### src/rtl/seq_divider_pkg.sv
// rtl/seq_divider_pkg.sv - shared types and constants for the sequential divider
package seq_divider_pkg;

    localparam int DIV_WIDTH = 32;
    localparam int CNT_W     = $clog2(DIV_WIDTH);

    typedef enum logic [1:0] {
        IDLE = 2'd0,
        RUN  = 2'd1,
        FIX  = 2'd2
    } state_t;

endpackage

### src/rtl/div_trial_sub.sv
// rtl/div_trial_sub.sv - ripple-carry trial subtractor (a - b) with borrow out
module div_trial_sub #(
    parameter int W = 33
) (
    input  logic [W-1:0] a,
    input  logic [W-1:0] b,
    output logic [W-1:0] diff,
    output logic         borrow
);

    logic [W:0] carry;

    // a - b as a + ~b + 1; a missing carry-out means the subtraction borrowed
    assign carry[0] = 1'b1;

    for (genvar i = 0; i < W; i++) begin : g_bit
        full_adder u_fa (
            .a    (a[i]),
            .b    (~b[i]),
            .cin  (carry[i]),
            .sum  (diff[i]),
            .cout (carry[i+1])
        );
    end

    assign borrow = ~carry[W];

endmodule

### src/rtl/full_adder.sv
// rtl/full_adder.sv - single-bit full-adder cell
module full_adder (
    input  logic a,
    input  logic b,
    input  logic cin,
    output logic sum,
    output logic cout
);

    assign sum  = a ^ b ^ cin;
    assign cout = (a & b) | (a & cin) | (b & cin);

endmodule

### src/rtl/seq_divider.sv
// rtl/seq_divider.sv - restoring shift-and-subtract divider, one bit per clock
module seq_divider
    import seq_divider_pkg::*;
#(
    parameter int WIDTH = DIV_WIDTH
) (
    input  logic             clk,
    input  logic             rst,
    input  logic             start,
    input  logic             is_signed,
    input  logic [WIDTH-1:0] dividend,
    input  logic [WIDTH-1:0] divisor,
    output logic             busy,
    output logic             done,
    output logic [WIDTH-1:0] quotient,
    output logic [WIDTH-1:0] remainder,
    output logic             div_by_zero
);

    state_t             state, state_nxt;
    logic [CNT_W-1:0]   count;
    logic [WIDTH-1:0]   r, q;
    logic [WIDTH-1:0]   dvs_mag, dvd_orig;
    logic               neg_q, neg_r, dvs_zero;

    logic [WIDTH:0]     r_shift, trial_diff;
    logic               trial_borrow;
    logic               trial_msb_unused;

    // Shifted partial remainder can reach 2^WIDTH, hence the extra bit
    assign r_shift = {r, q[WIDTH-1]};

    div_trial_sub #(.W(WIDTH + 1)) u_trial (
        .a      (r_shift),
        .b      ({1'b0, dvs_mag}),
        .diff   (trial_diff),
        .borrow (trial_borrow)
    );

    // On no-borrow the difference is below the divisor, so its top bit is always 0
    assign trial_msb_unused = trial_diff[WIDTH];

    always_ff @(posedge clk) begin
        if (rst) begin
            state <= IDLE;
        end else begin
            state <= state_nxt;
        end
    end

    always_comb begin
        state_nxt = state;
        case (state)
            IDLE:    if (start) state_nxt = RUN;
            RUN:     if (count == CNT_W'(WIDTH - 1)) state_nxt = FIX;
            FIX:     state_nxt = IDLE;
            default: state_nxt = IDLE;
        endcase
    end

    always_comb begin
        busy = (state != IDLE);
    end

    always_ff @(posedge clk) begin
        if (rst) begin
            count       <= '0;
            r           <= '0;
            q           <= '0;
            dvs_mag     <= '0;
            dvd_orig    <= '0;
            neg_q       <= 1'b0;
            neg_r       <= 1'b0;
            dvs_zero    <= 1'b0;
            done        <= 1'b0;
            quotient    <= '0;
            remainder   <= '0;
            div_by_zero <= 1'b0;
        end else begin
            done <= 1'b0;
            case (state)
                IDLE: begin
                    if (start) begin
                        r        <= '0;
                        q        <= (is_signed && dividend[WIDTH-1]) ? ('0 - dividend) : dividend;
                        dvs_mag  <= (is_signed && divisor[WIDTH-1]) ? ('0 - divisor) : divisor;
                        dvd_orig <= dividend;
                        dvs_zero <= (divisor == '0);
                        neg_q    <= is_signed && (dividend[WIDTH-1] ^ divisor[WIDTH-1]);
                        neg_r    <= is_signed && dividend[WIDTH-1];
                        count    <= '0;
                    end
                end
                RUN: begin
                    r     <= trial_borrow ? r_shift[WIDTH-1:0] : trial_diff[WIDTH-1:0];
                    q     <= {q[WIDTH-2:0], ~trial_borrow};
                    count <= count + 1'b1;
                end
                FIX: begin
                    done        <= 1'b1;
                    div_by_zero <= dvs_zero;
                    if (dvs_zero) begin
                        quotient  <= '1;
                        remainder <= dvd_orig;
                    end else begin
                        quotient  <= neg_q ? ('0 - q) : q;
                        remainder <= neg_r ? ('0 - r) : r;
                    end
                end
                default: ;
            endcase
        end
    end

endmodule

### config.mk
export PLATFORM = sky130hd
export DESIGN_NAME = seq_divider
export DESIGN_NICKNAME = d
export VERILOG_FILES = /design/src/rtl/seq_divider_pkg.sv /design/src/rtl/div_trial_sub.sv /design/src/rtl/full_adder.sv /design/src/rtl/seq_divider.sv
export SDC_FILE = /design/constraint.sdc
export NUM_CORES = 1
export LEC_CHECK = 0
export CAP_MARGIN = 40
export CORE_MARGIN = 5
export CORE_UTILIZATION = 45
export DETAILED_ROUTE_END_ITERATION = 16
export PLACE_DENSITY = 0.77
export SLEW_MARGIN = 30
export SYNTH_ARGS = -nofsm -noshare
export SYNTH_HDL_FRONTEND = slang
export SYNTH_HIERARCHICAL = 1
export SYNTH_SLANG_ARGS = --single-unit
### constraint.sdc
create_clock -name clk -period 14.1 [get_ports clk]
set_input_delay 2.115 -clock clk [delete_from_list [all_inputs] [get_ports clk]]
set_output_delay 2.115 -clock clk [all_outputs]
set_load 0.01 [all_outputs]
Yosys cells after proc, flatten, opt, wreduce, memory -nomap -nowiden --
Cells that the tools add are included.
Operators by class: add/subtract/negate cells 5, multiply operators 0, div/mod/pow operators 0, order comparisons 0, equality and inequality tests 5, shifts and indexed selects 0, multiplexer cells 17, bitwise gates (word level) 258, reduce and logical (&&, ||, !) cells 10
Operator list (count):
- 2-to-1 mux 32 bit | 9
- case mux 32 bit (2 select lines) | 2
- subtractor 1 x 32 -> 32 bit (first input constant) | 4
- AND 1 bit | 95
- OR 1 bit | 66
- XOR 1 bit | 64
- NOT 1 bit | 33
- zero test 32 bit | 1
- case mux 5 bit (2 select lines) | 1
- AND reduction 2 bit | 3
- adder 5 x 1 -> 5 bit (second input constant) | 1
- equality test 5 bit (second input constant) | 1
- 2-to-1 mux 5 bit | 1
- 2-to-1 mux 2 bit | 2
- != test 2 bit (second input constant) | 2
- case mux 2 bit (2 select lines) | 1
- nonzero test 2 bit | 2
- logical AND 1 bit | 3
- equality test 2 x 1 -> 1 bit (second input constant) | 1
- equality test 2 bit (second input constant) | 1
- zero test 2 bit | 1
- 2-to-1 mux 1 bit | 1
Word-level totals: flip-flop bits (word level) 204, latch bits 0, memory bits (writable) 0, ROM bits 0, output and inout bits 67, memories kept 0

Depth between registers and ports, before layout --
depth in word-level cells 102, depth in mapped cells 41, mapped depth without buffers 39

By module --
Netlist, hierarchy kept.
By module, submodules not included:
- seq_divider | times used 1, cells each 1350, area each 10745.3 µm²
- full_adder | times used 33, cells each 1, area each 20.0 µm²
- div_trial_sub | times used 1, cells each 35, area each 131.4 µm²

Least setup slack after synthesis --
No wires, ideal clock.
kind reg2reg, start point reg q[31], end point reg r[13], arrival 14.105 ns, required time 13.972 ns, setup slack -0.132 ns, stages on the path, launching flop included 41, cells stage by stage dfxtp_1 fa_1 fa_1 fa_1 fa_1 fa_1 fa_1 fa_1 fa_1 fa_1 fa_1 fa_1 fa_1 fa_1 fa_1 fa_1 fa_1 fa_1 [5 not listed] fa_1 fa_1 fa_1 fa_1 fa_1 fa_1 fa_1 fa_1 fa_1 fa_1 fa_1 inv_1 clkbuf_1 buf_1 mux2i_1 nor2_1 a31oi_1 nor2_1
On the way: longest elaborated chain between the ends 101
Ends and longest elaborated chain:
- start: declaration | line seq_divider.sv:22 | logic [WIDTH-1:0] r, q;
- start signal: assignment | line seq_divider.sv:85 | q <= (is_signed && dividend[WIDTH-1]) ? ('0 - dividend) : dividend;
- start signal: assignment | line seq_divider.sv:96 | q <= {q[WIDTH-2:0], ~trial_borrow};
- AND 1 bit | line full_adder.sv:11 | assign cout = (a & b) | (a & cin) | (b & cin);
- OR 1 bit (*) (2 in series) | line full_adder.sv:11
- net u_trial.carry[1] | line div_trial_sub.sv:11 | logic [W:0] carry;
- AND 1 bit | line full_adder.sv:11
- OR 1 bit | line full_adder.sv:11
- OR 1 bit (*) | line full_adder.sv:11
- net u_trial.carry[2] | line div_trial_sub.sv:11
- AND 1 bit | line full_adder.sv:11
- [2 not listed]
- net u_trial.carry[3] | line div_trial_sub.sv:11
- [3 not listed]
- net u_trial.carry[4] | line div_trial_sub.sv:11
- [3 not listed]
- net u_trial.carry[5] | line div_trial_sub.sv:11
- [3 not listed]
- net u_trial.carry[6] | line div_trial_sub.sv:11
- [3 not listed]
- net u_trial.carry[7] | line div_trial_sub.sv:11
- [3 not listed]
- net u_trial.carry[8] | line div_trial_sub.sv:11
- [3 not listed]
- net u_trial.carry[9] | line div_trial_sub.sv:11
- [3 not listed]
- net u_trial.carry[10] | line div_trial_sub.sv:11
- [3 not listed]
- net u_trial.carry[11] | line div_trial_sub.sv:11
- [3 not listed]
- net u_trial.carry[12] | line div_trial_sub.sv:11
- [3 not listed]
- net u_trial.carry[13] | line div_trial_sub.sv:11
- [3 not listed]
- net u_trial.carry[14] | line div_trial_sub.sv:11
- [3 not listed]
- net u_trial.carry[15] | line div_trial_sub.sv:11
- [3 not listed]
- net u_trial.carry[16] | line div_trial_sub.sv:11
- [3 not listed]
- net u_trial.carry[17] | line div_trial_sub.sv:11
- [3 not listed]
- net u_trial.carry[18] | line div_trial_sub.sv:11
- [3 not listed]
- net u_trial.carry[19] | line div_trial_sub.sv:11
- [3 not listed]
- net u_trial.carry[20] | line div_trial_sub.sv:11
- [3 not listed]
- net u_trial.carry[21] | line div_trial_sub.sv:11
- [3 not listed]
- net u_trial.carry[22] | line div_trial_sub.sv:11
- [3 not listed]
- net u_trial.carry[23] | line div_trial_sub.sv:11
- [3 not listed]
- net u_trial.carry[24] | line div_trial_sub.sv:11
- [3 not listed]
- net u_trial.carry[25] | line div_trial_sub.sv:11
- [3 not listed]
- net u_trial.carry[26] | line div_trial_sub.sv:11
- [3 not listed]
- net u_trial.carry[27] | line div_trial_sub.sv:11
- [3 not listed]
- net u_trial.carry[28] | line div_trial_sub.sv:11
- [3 not listed]
- net u_trial.carry[29] | line div_trial_sub.sv:11
- [3 not listed]
- net u_trial.carry[30] | line div_trial_sub.sv:11
- [3 not listed]
- net u_trial.carry[31] | line div_trial_sub.sv:11
- [2 not listed]
- OR 1 bit (*) | line full_adder.sv:11
- net u_trial.carry[32] | line div_trial_sub.sv:11
- AND 1 bit | line full_adder.sv:11
- OR 1 bit | line full_adder.sv:11
- OR 1 bit (*) | line full_adder.sv:11
- net u_trial.carry[33] | line div_trial_sub.sv:11
- 2-to-1 mux 32 bit (*) | line seq_divider.sv:95 | r <= trial_borrow ? r_shift[WIDTH-1:0] : trial_diff[WIDTH-1:0];
- case mux 32 bit (2 select lines) (*) | line seq_divider.sv:81 | case (state)
- end signal: assignment | line seq_divider.sv:95
- end: declaration | line seq_divider.sv:22
Mark *: on every way through the listed nets, which the timed path passes. The rest lies on a longest branch. A chain may end at the register's enable or synchronous reset.

Final worst setup path --
start point reg dvs_mag[0], end point reg r[18]
On the way: longest elaborated chain between the ends 102
Ends and longest elaborated chain:
- start: declaration | line seq_divider.sv:23 | logic [WIDTH-1:0] dvs_mag, dvd_orig;
- start signal: assignment | line seq_divider.sv:86 | dvs_mag <= (is_signed && divisor[WIDTH-1]) ? ('0 - divisor) : divisor;
- NOT 1 bit (*) | line div_trial_sub.sv:19 | .b (~b[i]),
- AND 1 bit | line full_adder.sv:11
- OR 1 bit | line full_adder.sv:11
- OR 1 bit (*) | line full_adder.sv:11
- net u_trial.carry[1] | line div_trial_sub.sv:11
- AND 1 bit | line full_adder.sv:11
- OR 1 bit | line full_adder.sv:11
- OR 1 bit (*) | line full_adder.sv:11
- net u_trial.carry[2] | line div_trial_sub.sv:11
- [3 not listed]
- net u_trial.carry[3] | line div_trial_sub.sv:11
- [3 not listed]
- net u_trial.carry[4] | line div_trial_sub.sv:11
- [3 not listed]
- net u_trial.carry[5] | line div_trial_sub.sv:11
- [3 not listed]
- net u_trial.carry[6] | line div_trial_sub.sv:11
- [3 not listed]
- net u_trial.carry[7] | line div_trial_sub.sv:11
- [3 not listed]
- net u_trial.carry[8] | line div_trial_sub.sv:11
- [3 not listed]
- net u_trial.carry[9] | line div_trial_sub.sv:11
- [3 not listed]
- net u_trial.carry[10] | line div_trial_sub.sv:11
- [3 not listed]
- net u_trial.carry[11] | line div_trial_sub.sv:11
- [3 not listed]
- net u_trial.carry[12] | line div_trial_sub.sv:11
- [3 not listed]
- net u_trial.carry[13] | line div_trial_sub.sv:11
- [3 not listed]
- net u_trial.carry[14] | line div_trial_sub.sv:11
- [3 not listed]
- net u_trial.carry[15] | line div_trial_sub.sv:11
- [3 not listed]
- net u_trial.carry[16] | line div_trial_sub.sv:11
- [3 not listed]
- net u_trial.carry[17] | line div_trial_sub.sv:11
- [3 not listed]
- net u_trial.carry[18] | line div_trial_sub.sv:11
- [3 not listed]
- net u_trial.carry[19] | line div_trial_sub.sv:11
- [3 not listed]
- net u_trial.carry[20] | line div_trial_sub.sv:11
- [3 not listed]
- net u_trial.carry[21] | line div_trial_sub.sv:11
- [3 not listed]
- net u_trial.carry[22] | line div_trial_sub.sv:11
- [3 not listed]
- net u_trial.carry[23] | line div_trial_sub.sv:11
- [3 not listed]
- net u_trial.carry[24] | line div_trial_sub.sv:11
- [3 not listed]
- net u_trial.carry[25] | line div_trial_sub.sv:11
- [3 not listed]
- net u_trial.carry[26] | line div_trial_sub.sv:11
- [3 not listed]
- net u_trial.carry[27] | line div_trial_sub.sv:11
- [3 not listed]
- net u_trial.carry[28] | line div_trial_sub.sv:11
- [3 not listed]
- net u_trial.carry[29] | line div_trial_sub.sv:11
- [3 not listed]
- net u_trial.carry[30] | line div_trial_sub.sv:11
- [3 not listed]
- net u_trial.carry[31] | line div_trial_sub.sv:11
- [2 not listed]
- OR 1 bit (*) | line full_adder.sv:11
- net u_trial.carry[32] | line div_trial_sub.sv:11
- AND 1 bit | line full_adder.sv:11
- OR 1 bit | line full_adder.sv:11
- OR 1 bit (*) | line full_adder.sv:11
- net u_trial.carry[33] | line div_trial_sub.sv:11
- 2-to-1 mux 32 bit (*) | line seq_divider.sv:95
- case mux 32 bit (2 select lines) (*) | line seq_divider.sv:81
Marks and branches as above.

==> impl_metrics.yaml <==
timing:
  max_freq_ghz: 0.07244
  layout_min_cycle_time_ps: 13800
  fin_skew_ps: 9.962
  rsz0062_at_grt: "false"
  maxSlewHeadroom_pct: 43.71
  layout_setup_ws_ps: 295.8
  setup_tns_ps: 0
  finalHoldViolations: 0
  timing.final.crit_share_pct: 97.90
  tightest_slew_ps: 836.6
  finalSetupViolCount: 0
  maxSlewViolCount: 0
placement:
  dp_hpwl_um: 22370
  place.port_buffers: 134
  postPlaceCellArea_um2: 13090
  gp_congestion: 0.8709
  dp_slack_ps: -285.2
grt:
  grt-busiest-layer: "met2"
  grt_max_degree: 80
  grt_pass1_vias: 10145
  overflow: 0
  track_usage_pct: 21.44
  met2_usage_pct: 33.99
  grtUsageMet3_pct: 3.229
  grt_pass1_wl_um: 52200
  antenna_found_initial: 1
  grtUsageMet1_pct: 30.06
finish:
  drive_gt1_share_pct: 6.430
  fin_area_um2: 13940
  fill_cells: 2243
  nNetsFinal: 1587
  final_util_pct: 55.37
  area_delta_synth_final_pct: 20.85
pwr:
  power_mw: 1.416
  leakage_nw: 5.127
  powerDensity_nw_per_um2: 101.6
  clockPowerShare_pct: 42.0
  pwr-share-comb_pct: 14.2
  p_int_mw: 1.038
  power.switching_mw: 0.3788
  peakVddDrop_mv: 0.06467
  switching_share_pct: 26.74
  power_frac_seq_pct: 43.8
critical_path:
  path_max_fanout: 8
  cp_top_family: "adder cells"
  crit_top_cell: "fa_1"
  cp_slowest_cell: "fa_1"
  critPathLaunchType: "flip-flop"
  cp_data_required_time_ps: 14460
  critical_path_class: "flip-flop to flip-flop"
  cp_slowest_stage_delay_ps: 420
  cp_data_arrival_time_ps: 14160
  end_kind: "flip-flop"
  crit_buf_inv: 3
floorplan:
  core_area_um2: 25180
  start_util_pct: 45.82
  die_w_um: 170.1
  io_pins: 135
  die-area_um2: 28940
  die_height_um: 170.1
  fp-row-count: 58
route:
  detail_route.wl_per_cell_um: 17.78
  vias_per_cell: 6.002
  drc: 0
  drtIter0Drc: 1100
  wirelength_um: 32430
  vias: 10948
  first_pass_iters: 5
  ant_nets: 0
synth:
  async_flop_share_pct: 0
  synth.most_common_cell: "dfxtp_1"
  synth_area_leader_cell: "dfxtp_1"
  synth_common_cells: "dfxtp_1, nor2_1, nand2_1, clkbuf_1, a21oi_1"
  synth_top_area_share_pct: 35.40
  synth-main-ff-cell: "dfxtp_1"
  syn_area_per_cell_um2: 8.136
  synth_nets: 1525
  ys_seq_area_share_pct: 35.40
  synth_cell_types: 56
  synth-edff-count: 0
  syn_area_um2: 11540
  synth_seq_cells: 204
  yosysWarnings: 6
  syn-instance-count: 1418
  synth_area_leaders: "dfxtp_1, fa_1, nor2_1, a21oi_1, xor2_1"
run:
  max-cap-violations: 0
clock_tree:
  post_cts_buffers: 0
  cts_tree: "built"
  clk_pin_slew_ps: 60
  ctsHoldBuffers: 0
  numClockSinks: 204
  htree_levels: 1
  clk_path_buf_depth: 3
  clock_latency_ps: 500
  root_buffer: "clkbuf_16"
  cts_buffers: 23
hold_path:
  min_path_type: "flip-flop to flip-flop"
status:
  status: "complete, no violations"
flip-flops by register name, summed over array words and instances (netlist names):
register,flops
remainder,32
r,32
count,5
done,1
neg_r,1
dvd_orig,32
div_by_zero,1
quotient,32
state,2
dvs_zero,1
dvs_mag,32
neg_q,1
q,32
layout by cell type (no fill, tap or decap), types with 6 or more instances in the layout:
master	Yosys	routed
dfxtp_1	204	203
nor2_1	163	162
clkdlybuf4s50_1	0	133
nand2_1	128	127
a21oi_1	101	101
xor2_1	56	56
a31oi_1	48	48
inv_1	47	46
a211oi_1	43	43
mux2i_1	42	42
o22ai_1	41	41
xnor2_1	39	39
o21ai_0	36	36
and3_1	31	31
o31ai_1	28	28
nor3_1	27	27
nor4_1	25	25
or3_1	23	23
clkbuf_16	0	23
o41ai_1	22	22
fa_1	33	19
nand3_1	18	18
a22oi_1	18	18
or4_1	16	16
buf_4	0	14
fa_2	0	14
nand2b_1	11	10
nand4_1	9	9
o211ai_1	6	6
ha_1	6	6
power by group through the flow:
stage          Sequential, mW  Clock [mW]  Combinational [mW]
6_report                0.620       0.595               0.201
5_1_grt                 0.623       0.626               0.220
4_1_cts                 0.620       0.602               0.197
3_5_place_dp            0.632           0               0.194
3_3_place_gp            0.632           0               0.187
2_1_floorplan           0.625           0               0.132
routing by layer:
layer,up-vias,routed length (um)
li1,5226,-
met1,5272,14270
met2,380,14950
met3,70,2128
met4,0,1087
met5,-,0
logic make-up after synthesis:
logic type / synth area share [%]
simple gates: 20.33
compound gates: 21.29
flops: 35.40
buf+inv: 5.487
xor+xnor: 7.212
mux: 3.839
fa+ha+maj: 6.377
other cells: 0.06509
path summary, 6_finish.rpt:
kind / from / end / slack [ps] / cells after the start
setup reg to reg: dvs_mag[0]$_SDFFE_PP0P_ / r[18]$_SDFFE_PP0P_ / 300 / 40
hold / removal: dvd_orig[20]$_SDFFE_PP0P_ / dvd_orig[20]$_SDFFE_PP0P_ / 450 / 2
setup / recovery: dvs_mag[0]$_SDFFE_PP0P_ / r[18]$_SDFFE_PP0P_ / 300 / 40
hold reg to reg: dvd_orig[20]$_SDFFE_PP0P_ / dvd_orig[20]$_SDFFE_PP0P_ / 450 / 2
worst min-delay path: cells and delay by family, from the launching register on:
kind / cells / cell delay (ps)
AO/OA/AOI/OAI: 1 / 50
flip-flops: 1 / 300
AND/OR/NAND/NOR: 1 / 50
through the flow:
| stage | cells | hold WS, ps |
|---|---|---|
| floorplan | 1418 | 431.1 |
| global placement | 1776 | 438.2 |
| detailed placement | 1782 | 443.1 |
| CTS | 1822 | 450.6 |
| global route | 1824 | 469.5 |
| finish | 1824 | 451.7 |
cell type report:
class | instances | area (um^2) | share of cell area [%]
Antenna cell | 1 | 2.502 | 0.01795
Sequential cell | 204 | 4085 | 29.30
Timing Repair Buffer | 158 | 1638 | 11.75
Inverter | 47 | 181.4 | 1.301
Clock buffer | 31 | 655.6 | 4.702
Tap cell | 330 | 412.9 | 2.961
Multi-Input combinational cell | 1046 | 6883 | 49.36
Clock inverter | 7 | 85.08 | 0.6102
repair_timing:
item | 4_1_cts | 5_1_grt
endpoints found under the setup margin | 33 | 33
gates cloned | 2 | 0
resized for setup | 11 | 7
(Power assumes the default switching activity.)
